## src/rtl/reaction_pkg.sv

```systemverilog
// Shared types and constants for the reaction timer.
// Holds the FSM state encoding, datapath widths and small helpers.
package reaction_pkg;

   localparam int DelayW        = 13;
   localparam int TimeW         = 10;
   localparam int MaxReactMsDef = 999;

   typedef enum logic [2:0] {
      ST_IDLE  = 3'd0,
      ST_WAIT  = 3'd1,
      ST_GO    = 3'd2,
      ST_DONE  = 3'd3,
      ST_FAULT = 3'd4
   } state_e;

   function automatic logic rose(
      input logic cur,
      input logic prev
   );
      return cur & ~prev;
   endfunction

   function automatic logic [TimeW-1:0] min_time(
      input logic [TimeW-1:0] a,
      input logic [TimeW-1:0] b
   );
      return (a < b) ? a : b;
   endfunction

endpackage

```

## src/rtl/ms_tick.sv

```systemverilog
// Millisecond prescaler: counts 0..ClksPerMs-1, Tick high on terminal count.
// Ports: Clk, Rst (async active-low), Clr (sync restart from 0), Tick (1-cycle pulse).
module ms_tick #(
   parameter int ClksPerMs = 50000
) (
   input  logic Clk,
   input  logic Rst,
   input  logic Clr,
   output logic Tick
);

   localparam int CntW = (ClksPerMs > 1) ? $clog2(ClksPerMs) : 1;
   localparam logic [CntW-1:0] Last = CntW'(ClksPerMs - 1);

   logic [CntW-1:0] cnt;

   always_ff @(posedge Clk or negedge Rst) begin
      if (!Rst) begin
         cnt <= '0;
      end else if (Clr) begin
         cnt <= '0;
      end else if (cnt == Last) begin
         cnt <= '0;
      end else begin
         cnt <= cnt + 1'b1;
      end
   end

   assign Tick = (cnt == Last);

endmodule

```

## src/rtl/reaction_timer.sv

```systemverilog
// Reaction-time controller: random delay, go LED, ms reaction count, fault flags.
// Ports: Clk, Rst, Start, React, RandomValue -> Led, ReactionTime, Valid,
// Early, Timeout, State; BestTime when BEST_TIME_EN is defined.
module reaction_timer
   import reaction_pkg::*;
#(
   parameter int ClksPerMs  = 50000,
   parameter int MaxReactMs = MaxReactMsDef
) (
   input  logic              Clk,
   input  logic              Rst,
   input  logic              Start,
   input  logic              React,
   input  logic [DelayW-1:0] RandomValue,
   output logic              Led,
   output logic [TimeW-1:0]  ReactionTime,
   output logic              Valid,
   output logic              Early,
   output logic              Timeout,
`ifdef BEST_TIME_EN
   output logic [TimeW-1:0]  BestTime,
`endif
   output logic [2:0]        State
);

   localparam logic [DelayW-1:0] MaxMs = DelayW'(MaxReactMs);

   state_e            state;
   logic              start_q;
   logic              react_q;
   logic              start_rise;
   logic              react_rise;
   logic              start_ok;
   logic              tick;
   logic [DelayW-1:0] delay_reg;
   logic [DelayW-1:0] ms_cnt;
   logic [DelayW-1:0] ms_next;

   assign start_rise = rose(Start, start_q);
   assign react_rise = rose(React, react_q);

   // A start is honoured only between trials; it also restarts the prescaler
   // so the first ms tick lands a full period after the press.
   assign start_ok = start_rise &
                     ((state == ST_IDLE) ||
                      (state == ST_DONE) ||
                      (state == ST_FAULT));

   assign ms_next = ms_cnt + DelayW'(1);

   ms_tick #(
      .ClksPerMs(ClksPerMs)
   ) u_tick (
      .Clk (Clk),
      .Rst (Rst),
      .Clr (start_ok),
      .Tick(tick)
   );

   always_ff @(posedge Clk or negedge Rst) begin
      if (!Rst) begin
         state        <= ST_IDLE;
         start_q      <= 1'b0;
         react_q      <= 1'b0;
         delay_reg    <= '0;
         ms_cnt       <= '0;
         Led          <= 1'b0;
         ReactionTime <= '0;
         Valid        <= 1'b0;
         Early        <= 1'b0;
         Timeout      <= 1'b0;
      end else begin
         start_q <= Start;
         react_q <= React;
         Valid   <= 1'b0;
         unique case (state)
            ST_IDLE, ST_DONE, ST_FAULT: begin
               if (start_ok) begin
                  state     <= ST_WAIT;
                  delay_reg <= RandomValue;
                  ms_cnt    <= '0;
                  Early     <= 1'b0;
                  Timeout   <= 1'b0;
               end
            end
            ST_WAIT: begin
               // React wins over a coincident delay completion.
               if (react_rise) begin
                  state <= ST_FAULT;
                  Early <= 1'b1;
               end else if (tick) begin
                  // >= lets a zero delay finish on the first tick.
                  if (ms_next >= delay_reg) begin
                     state  <= ST_GO;
                     ms_cnt <= '0;
                     Led    <= 1'b1;
                  end else begin
                     ms_cnt <= ms_next;
                  end
               end
            end
            ST_GO: begin
               // Capture the pre-increment count even if a tick coincides.
               if (react_rise) begin
                  state        <= ST_DONE;
                  Led          <= 1'b0;
                  ReactionTime <= ms_cnt[TimeW-1:0];
                  Valid        <= 1'b1;
               end else if (tick) begin
                  ms_cnt <= ms_next;
                  if (ms_next >= MaxMs) begin
                     state        <= ST_FAULT;
                     Led          <= 1'b0;
                     Timeout      <= 1'b1;
                     ReactionTime <= MaxMs[TimeW-1:0];
                  end
               end
            end
            default: begin
               state <= ST_IDLE;
               Led   <= 1'b0;
            end
         endcase
      end
   end

`ifdef BEST_TIME_EN
   // Updated together with the Valid capture; survives Start.
   always_ff @(posedge Clk or negedge Rst) begin
      if (!Rst) begin
         BestTime <= '1;
      end else if ((state == ST_GO) && react_rise) begin
         BestTime <= min_time(BestTime, ms_cnt[TimeW-1:0]);
      end
   end
`endif

   assign State = state;

endmodule

```

## config.mk

```make
export PLATFORM = sky130hd
export DESIGN_NAME = reaction_timer
export DESIGN_NICKNAME = d
export VERILOG_FILES = /design/src/rtl/reaction_pkg.sv /design/src/rtl/ms_tick.sv /design/src/rtl/reaction_timer.sv
export SDC_FILE = /design/constraint.sdc
export NUM_CORES = 1
export LEC_CHECK = 0
export CORE_AREA = 2 2 96 98
export DETAILED_ROUTE_END_ITERATION = 7
export DIE_AREA = 0 0 98 100
export DONT_BUFFER_PORTS = 1
export PLACE_DENSITY = 0.55
export SYNTH_ARGS = -nofsm -noshare
export SYNTH_HDL_FRONTEND = slang
export SYNTH_SLANG_ARGS = --single-unit
```

## constraint.sdc

```tcl
create_clock -name Clk -period 8.13 [get_ports Clk]
set_input_delay 1.2195 -clock Clk [delete_from_list [all_inputs] [get_ports Clk]]
set_output_delay 1.2195 -clock Clk [all_outputs]
set_load 0.02 [all_outputs]
```

After elaboration in Yosys (flattened, before gate mapping):

Index checks and enable logic that the tools add are counted.

* $lt $le $gt $ge: 2
* $add $sub $neg: 2
* equality and inequality tests: 17
* bitwise operators: 6
* reduce and logical (&&, ||, !) cells: 16
* mux-type cells: 36

Operator list (count)
* two-way mux 13 bit: 6
* one-hot mux 13 bit (3 select lines): 1
* two-way mux 16 bit: 2
* two-way mux 10 bit: 3
* two-way mux 3 bit: 7
* adder 16 x 1 -> 16 bit (second input constant): 1
* equality test 16 bit (second input constant): 1
* != test 2 bit (second input constant): 8
* adder 13 x 1 -> 13 bit (second input constant): 1
* >= comparator 13 x 10 -> 1 bit (second input constant): 1
* >= comparator 13 bit: 1
* two-way mux 1 bit: 13
* != test 3 bit (second input constant): 4
* AND reduction 6 bit: 2
* AND reduction 5 bit: 2
* one-hot mux 3 bit (3 select lines): 1
* nonzero test 2 bit: 4
* equality test 3 x 2 -> 1 bit (second input constant): 2
* AND reduction 3 bit: 2
* one-hot mux 1 bit (2 select lines): 2
* bitwise AND 1 bit: 3
* equality test 3 x 1 -> 1 bit (second input constant): 1
* equality test 3 bit (second input constant): 1
* logical NOT 3 bit: 1
* 6 further kinds: 9

* output and inout bits: 17
* register bits: 61
* input port bits: 17
* word-level logic and storage cells: 90

Logic depth before layout (Yosys ltp):

Gate-level depths: netlist of the first run.

* depth in word-level cells: 6
* gate-level depth with buffers: 15
* depth with buffers taken out: 13

Modules after synthesis:

A second synthesis of the first run with hierarchy kept.

* cells, all modules: 378
* area, all modules: 3523.4 µm²

Modules (own cells, without submodules)
* reaction_timer: cells each 294, instances 1, area an instance 2701.3 µm², sequential area each 1126.1 µm²
* ms_tick: cells each 84, instances 1, area an instance 822.0 µm², sequential area each 400.4 µm²

Worst setup path before layout of the first run:

OpenSTA, ideal clock, no wires.

* path kind: reg2reg
* start point: reg ms_cnt[1]
* end point: reg ms_cnt[0]
* slack: 4960 ps
* data required time: 8064 ps
* clock period less this slack: 3170 ps
* buffers on the path: 1
* cell stages (with the launch flop): 15
* arrival time: 3104 ps
* setup time: 66 ps
* cells stage by stage: dfrtp_1 -> ha_1 -> buf_4 -> nand4_4 -> nor2_1 -> and3_1 -> xor2_1 -> ha_1 -> or3b_2 -> nor4_1 -> or4_4 -> o31ai_4 -> a21oi_2 -> nor2_2 -> mux2_2

* longest elaborated chain between the ends: 6

RTL lines
* start, declared: line reaction_timer.sv:36 `logic [DelayW-1:0] ms_cnt;`
* start signal, assigned: line reaction_timer.sv:98 `ms_cnt <= ms_next;`
* start signal, assigned: line reaction_timer.sv:110 `ms_cnt <= ms_next;`
* adder 13 x 1 -> 13 bit: line reaction_timer.sv:49 `assign ms_next = ms_cnt + DelayW'(1);`
* >= comparator 13 bit: line reaction_timer.sv:93 `if (ms_next >= delay_reg) begin`
* two-way mux 13 bit: line reaction_timer.sv:93
* two-way mux 13 bit: line reaction_timer.sv:91 `end else if (tick) begin`
* two-way mux 13 bit: line reaction_timer.sv:88 `if (react_rise) begin`
* one-hot mux 13 bit (3 select lines): line reaction_timer.sv:76 `unique case (state)`

No other way between the ends. The select of a mux whose other input is x is not followed.
A chain may end at the register's enable or synchronous reset.

Worst setup path in the final report of the first run:

* start point: reg ms_cnt[0]
* end point: reg ms_cnt[0]

* longest elaborated chain between the ends: 6
* elaborated cells between the ends (all ways): 8
* classes of those cells: 1 x add/sub; 1 x order compare; 6 x mux

RTL lines (line)
* adder 13 x 1 -> 13 bit *: reaction_timer.sv:49
* >= comparator 13 bit: reaction_timer.sv:93
* two-way mux 13 bit: reaction_timer.sv:93
* two-way mux 13 bit: reaction_timer.sv:91
* two-way mux 13 bit: reaction_timer.sv:88
* one-hot mux 13 bit (3 select lines) *: reaction_timer.sv:76

Mark *: on every way between the ends. The rest lies on a longest branch, timed or not. The select of a mux whose other input is x is not followed.

==> key figures, run 1 <==
GRT
  • Gr usage total: 0.171
  • Initial antenna violation count: 0
  • Largest net degree at the start of global routing: 62
  • Overflow after GRT: 0
  • Vias in the first global route: 2702
  • First-pass GRT wire length: 13.4 mm

Flow run
  • Max Cap Viol: 0

Detailed routing
  • Pre-antenna DRT Iters: 6
  • Number of DRC markers in iteration 0: 110
  • DR vias/cell: 5.55
  • Final WL: 7.75 mm
  • DRC viols: 0
  • Routed Antenna Nets: 0
  • Wirelength per Cell: 16.5 um
  • Vias: 2615

Pwr
  • Lkg Pwr: 0.00167 uW
  • P per Cell Area: 283 nW/um^2
  • VDD IR max: 0.000115 V

Placed design
  • DP Wirelength: 5.42 mm
  • Dpl ws: 4.16 ns
  • DP Area: 3490 um^2
  • PortBufs: 0
  • GPL Wtd Cong: 0.864

Timing
  • Final clock period utilization by the worst path: 0.493
  • Fmax: 249 MHz
  • Min Hold Slack: 0.456 ns
  • Setup TNS: 0 ns
  • Slew @ Worst Pin: 1.10 ns
  • Pins over their slew limit: 0
  • Setup slack after layout: 4.12 ns
  • Final setup vio count: 0
  • Worst slew margin: 0.259
  • Final Hold Vio Count: 0
  • Clock skew: 0.0133 ns
  • Final min period: 4.01 ns
  • RSZ-0062 raised after global routing: false

Layout
  • Fill cells: 884
  • Finished Cell Area: 3720 um^2
  • Largest register FFs: 16
  • Layout area overhead: 7.45%
  • Share of post-route cells with drive strength above 1: 0.0833
  • Ant diodes: 0
  • Reg area: 1530 um^2
  • Util after Layout: 0.418
  • Multi-input combinational cell area: 1750 um^2
  • Layout Nets: 387

Synthesis
  • Main synth FF type: dfrtp_1
  • Post-Syn Area per Cell: 9.50 um^2
  • Ys Warns: 0
  • Gate Count Post-Synth: 364
  • FF+latch count, synth: 61
  • Unique cell type count in the Yosys netlist: 57
  • FFs w/ async S/R, synth: 1.00
  • Post-synthesis cell area: 3460 um^2
  • Syn Nets: 395
  • EDFF count, synth: 0
  • Sequential area share after synthesis: 0.441

Floorplanning
  • Chip Height: 100 um
  • Cell Rows: 35
  • I/O Pins: 34
  • Initial Utilization: 0.389
  • Core Box Area: 8890 um^2
  • DIE AREA: 9800 um^2
  • Die width: 98 um

Critical path
  • CP max-delay cell: a21oi_2
  • Kind of critical path: reg2reg
  • Critical R2R Capture: ms_cnt[0]$_DFFE_PN0P_
  • CP top delay family: simple AND/OR/NAND/NOR gates
  • Crit path buffers/inverters: 0
  • CP Launch Type: register
  • Crit end category: register
  • FF-to-FF Start: ms_cnt[0]$_DFFE_PN0P_
  • Max incr delay on CP: 0.53 ns
  • Crit-path cells: ha_1 -> nand4_4 -> nor2_1 -> and3_1 -> xor2_1 -> ha_1 -> or3b_2 -> nor4_1 -> or4_4 -> nor2_1 -> a21oi_2 -> nor2_2 -> mux2_2
  • CP arrival: 4.24 ns
  • Crit path max fanout: 13
  • Worst Path Required: 8.36 ns
  • Flop2flop setup slack: 4.12 ns
  • Cell depth of the worst flop-to-flop path: 13

Clock network
  • Clk sink count: 61
  • Clock transition at path regs: 0.07 ns
  • Clock buffer depth: 2
  • # hold bufs at CTS: 0
  • Clock root cell: clkbuf_8
  • Postcts setup bufs: 0
  • Post-CTS Resized: 0
  • CTS tree: done
  • Number of CTS-inserted buffers: 9
  • Worst skew pair latency: 0.34 ns
  • CTS H-tree depth: 3

Run status
  • Outcome: complete, no violations

Worst hold path
  • Hold Crit Start: u_tick.cnt[0]$_DFF_PN0_
  • Hold Path Sink: u_tick.cnt[0]$_DFF_PN0_
  • Hold depth: 1
  • Worst Hold Class: reg2reg
==> through the flow <==
step / cells / total power [uW]
detailed placement: 456 / 737
finish: 471 / 1050
CTS: 471 / 1070
global placement: 456 / 732
global route: 471 / 1130
floorplan: 364 / 682
==> final cells by class <==
class | count | area share
Inverter | 19 | 0.0192
Timing Repair Buffer | 1 | 0.00202
Multi-Input combinational cell | 264 | 0.470
Tap cell | 111 | 0.0374
Clock inverter | 5 | 0.0269
Sequential cell | 61 | 0.411
Clock buffer | 10 | 0.0343
==> worst register-to-register path, cell delays in order, from the launching register on <==
cell and delay [ns]:
dfrtp_1 0.48, ha_1 0.43, nand4_4 0.19, nor2_1 0.23
and3_1 0.20, xor2_1 0.08, ha_1 0.32, or3b_2 0.44
nor4_1 0.24, or4_4 0.22, nor2_1 0.05, a21oi_2 0.53
nor2_2 0.18, mux2_2 0.31
==> logic make-up (layout without fill, tap and decap cells) <==
logic type	after synthesis	in the layout	synth area share
simple gates	140	140	0.213
flops	61	61	0.441
fa+ha+maj	15	15	0.0539
buf+inv	39	35	0.0543
mux	3	3	0.00976
compound gates	82	82	0.167
xor+xnor	24	24	0.0608
==> cells in the mapped netlist, drive strengths merged (4+ instances only) <==
cell type / number / area (um^2)
a211oi: 4 / 35.0
a21oi: 4 / 23.8
a22o: 6 / 52.6
a31oi: 4 / 25.0
and3: 8 / 50.1
buf: 13 / 90.1
clkbuf: 7 / 26.3
dfrtp: 61 / 1530
ha: 14 / 175
inv: 19 / 71.3
nand2: 38 / 143
nand3: 13 / 77.6
nand4: 8 / 65.1
nor2: 33 / 129
nor2b: 4 / 25.0
nor3: 14 / 81.3
nor4: 5 / 31.3
o21ai: 34 / 170
o22a: 6 / 52.6
o31ai: 4 / 43.8
xnor2: 13 / 114
xor2: 11 / 96.3
==> cells in the final DEF, fill, tap and decap left out, drive strengths merged, types with 4 or more instances in the layout <==
cell type and count:
dfrtp 61, nand2 38, o21ai 34, nor2 33, inv 19, ha 14, nor3 14, xnor2 13
nand3 13, xor2 11, clkbuf 10, and3 8, nand4 8, o22a 6, a22o 6, nor4 5
nor2b 4, a31oi 4, a21oi 4, a211oi 4, o31ai 4
==> per-layer routing <==
metal,track usage,wire [um],vias to the layer above
li1,-,-,1289
met1,0.234,3740,1264
met2,0.262,3570,47
met3,0.0467,292,15
met4,0.0620,144,0
met5,0,0,-
==> power by group <==
group / internal, uW / switching, uW / leakage (uW)
combinational: 111 / 156 / 0.000761
sequential: 375 / 89.3 / 0.000793
clock: 201 / 121 / 0.000116
==> worst max path at each step <==
stage	start	endpoint	slack (ns)	cells past startpoint
after floorplan	ms_cnt[1]$_DFFE_PN0P_	ms_cnt[0]$_DFFE_PN0P_	4.96	14
after global placement	ms_cnt[0]$_DFFE_PN0P_	ms_cnt[0]$_DFFE_PN0P_	4.30	13
after global routing	ms_cnt[1]$_DFFE_PN0P_	ms_cnt[11]$_DFFE_PN0P_	3.88	13
after detailed placement	ms_cnt[1]$_DFFE_PN0P_	ms_cnt[0]$_DFFE_PN0P_	4.16	13
after CTS	ms_cnt[1]$_DFFE_PN0P_	ms_cnt[0]$_DFFE_PN0P_	4.14	13
final	ms_cnt[0]$_DFFE_PN0P_	ms_cnt[0]$_DFFE_PN0P_	4.12	13
Power figures use the tool's default switching activity.
==> run 2: changes to the inputs <==
--- a/config.mk
+++ b/config.mk
@@ -9,7 +9,7 @@
 export DETAILED_ROUTE_END_ITERATION = 7
 export DIE_AREA = 0 0 98 100
 export DONT_BUFFER_PORTS = 1
-export PLACE_DENSITY = 0.55
+export PLACE_DENSITY = 0.57
 export SYNTH_ARGS = -nofsm -noshare
 export SYNTH_HDL_FRONTEND = slang
 export SYNTH_SLANG_ARGS = --single-unit
==> constraint.sdc (replaced) <==
create_clock -name Clk -period 3.25 [get_ports Clk]
set_input_delay 0.4875 -clock Clk [delete_from_list [all_inputs] [get_ports Clk]]
set_output_delay 0.4875 -clock Clk [all_outputs]
set_load 0.02 [all_outputs]
==> run 2 against run 1 <==
Register-to-register slack worse by 4.0 ns. Total power grew to 2.6 times the previous value. Combinational power grew to 3.3 times the previous value. Sequential share of layout area is 2.5 points lower. Non-clock buffer count is 27 higher. Maximum frequency is 28% higher. Critical path depth is 1 higher. First-iteration DRC count is 22% higher. Worst hold slack worse by 0.45 ns. Clock skew is 0.00069 ns lower. Critical endpoint unchanged.
==> key figures, run 2 (synthesis results as in run 1) <==
Run status
  • Outcome: complete, no violations

Timing
  • Final min period: 3.12 ns (-0.889 ns)
  • Fmax: 320 MHz (+28%)
  • Final clock period utilization by the worst path: 0.960 (+0.467)
  • RSZ-0062 raised after global routing: true
  • Worst slew margin: 0.456 (+0.198)
  • Setup TNS: 0 ns (unchanged)
  • Final setup vio count: 0 (unchanged)
  • Clock skew: 0.0126 ns (-0.000687 ns)
  • Pins over their slew limit: 0 (unchanged)
  • Min Hold Slack: 0.00778 ns (-0.448 ns)
  • Slew @ Worst Pin: 0.814 ns (-0.291 ns)
  • Final Hold Vio Count: 0 (unchanged)

GRT
  • First-pass GRT wire length: 13.8 mm (+2.9%)
  • Initial antenna violation count: 0 (unchanged)
  • Vias in the first global route: 2776 (+2.7%)
  • Largest net degree at the start of global routing: 62 (unchanged)
  • Gr usage total: 0.176 (+0.00493)
  • Overflow after GRT: 0 (unchanged)

Clock network
  • Clock transition at path regs: 0.08 ns (about the same)
  • CTS H-tree depth: 3 (unchanged)
  • Clock buffer depth: 2 (unchanged)
  • Number of CTS-inserted buffers: 9 (unchanged)
  • CTS tree: done
  • Worst skew pair latency: 0.35 ns (about the same)
  • Clock root cell: clkbuf_8
  • Clk sink count: 61 (unchanged)

Pwr
  • Int Power: 1690 uW (+150%)
  • Lkg Pwr: 0.00182 uW (+8.8%)
  • Sequential power share: 0.419 (-0.022)
  • P per Cell Area: 681 nW/um^2 (+140%)
  • Logic pwr share: 0.323 (+0.070)
  • Clock power frac: 0.258 (-0.048)
  • VDD IR max: 0.000262 V (+130%)
  • Switching Fraction: 0.375 (+0.0276)
  • Switching pwr: 1010 uW (+180%)

Critical path
  • CP arrival: 3.40 ns (-0.84 ns)
  • Crit end category: register
  • Kind of critical path: reg2reg
  • Crit path max fanout: 7 (-6)
  • Worst Path Required: 3.53 ns (-4.83 ns)
  • CP Launch Type: register

Placed design
  • PortBufs: 0 (unchanged)
  • GPL Wtd Cong: 0.919 (+6.4%)
  • DP Wirelength: 6.02 mm (+11%)

Floorplanning
  • Chip Height: 100 um (unchanged)
  • DIE AREA: 9800 um^2 (unchanged)
  • I/O Pins: 34 (unchanged)
  • Cell Rows: 35 (unchanged)
  • Die width: 98 um (unchanged)
  • Core Box Area: 8890 um^2 (unchanged)
  • Initial Utilization: 0.389 (unchanged)

Layout
  • Most frequent cells in the layout: dfrtp_1, nand2_1, nor2_1
  • Most common cell after layout, fill and taps aside: dfrtp_1
  • Fill cells: 871 (-1.5%)
  • Layout Nets: 414 (+7.0%)
  • Largest register FFs: 16 (unchanged)
  • Share of post-route cells with drive strength above 1: 0.170 (+0.0868)
  • Layout area overhead: 14.6%
  • Ant diodes: 0 (unchanged)

Detailed routing
  • Wirelength per Cell: 16.5 um (+0.16%)
  • DRC viols: 0 (unchanged)
  • DR vias/cell: 5.46 (-1.6%)
  • Pre-antenna DRT Iters: 4 (-2)
  • Vias: 2727 (+4.3%)
  • Routed Antenna Nets: 0 (unchanged)
  • Number of DRC markers in iteration 0: 134 (+22%)
  • Final WL: 8.23 mm (+6.1%)

Worst hold path
  • Worst Hold Class: in2async

Flow run
  • Max Cap Viol: 0 (unchanged)
[run 2: critical path: stages (launching register included)]
cell	delay [ns]
dfrtp_1	0.36
ha_2	0.21
nand4_4	0.12
nor2_4	0.11
and3_4	0.20
xor2_2	0.15
ha_1	0.26
or3b_2	0.23
nor4_4	0.04
or4_4	0.57
o31ai_4	0.20
a21oi_2	0.08
buf_4	0.15
nor2_4	0.19
mux2_4	0.18
[run 2: final cells by class]
| type | instances | area [um^2] | share of cell area |
|---|---|---|---|
| multi-input cells | 264 | 1800 | 0.454 |
| flip-flops and latches | 61 | 1530 | 0.385 |
| repair buffers | 28 | 230 | 0.0581 |
| well taps | 111 | 139 | 0.0350 |
| clock buffers | 9 | 124 | 0.0312 |
| clock inverters | 7 | 73.8 | 0.0186 |
| inverters | 19 | 71.3 | 0.0180 |
[run 2: per-stage QoR]
stage	utilization	std cells	worst slack, ns	area [um^2]	total power (uW)
floorplan	-	364	0.0797	3460	1710
global placement	0.412	479	0.148	3660	1910
detailed placement	0.412	479	0.104	3660	1940
CTS	0.437	496	0.0868	3890	2660
global route	0.446	499	-0.0628	3970	2890
finish	0.446	499	0.129	3970	2700
[run 2: worst paths after layout]
| check | from | slack [ns] | cells past startpoint | end |
|---|---|---|---|---|
| max reg2reg | ms_cnt[1]$_DFFE_PN0P_ | 0.13 | 14 | ms_cnt[0]$_DFFE_PN0P_ |
| min | Rst | 0.008 | 1 | u_tick.cnt[11]$_DFF_PN0_ |
| min reg2reg | u_tick.cnt[0]$_DFF_PN0_ | 0.45 | 1 | u_tick.cnt[0]$_DFF_PN0_ |
| max in group asynchronous | Rst | 2.97 | 1 | ms_cnt[5]$_DFFE_PN0P_ |
| min in group Clk | React | 0.17 | 0 | react_q$_DFF_PN0_ |
| max | ms_cnt[1]$_DFFE_PN0P_ | 0.13 | 14 | ms_cnt[0]$_DFFE_PN0P_ |
[run 2: power groups by stage]
stage	logic, uW	registers [uW]	clock network, uW
finish	873	1130	695
detailed placement	792	1150	0
CTS	819	1130	709
floorplan	597	1110	0
global placement	766	1140	0
global route	988	1160	745
[run 2: repair_timing]
| action | 4_1_cts | 5_1_grt |
|---|---|---|
| setup buffers | 0 | 3 |
| gates resized for setup | 0 | 11 |
| hold endpoints to repair | 61 | 0 |
| hold buffers | 1 | 0 |
| setup endpoints to repair | 0 | 13 |
[run 2: metal layers]
metal	part of all wire	routed length [um]	global-route usage
met4	0.023	193	0.0791
met1	0.47	3840	0.236
met5	0	0	0
met2	0.47	3830	0.277
met3	0.043	355	0.0362
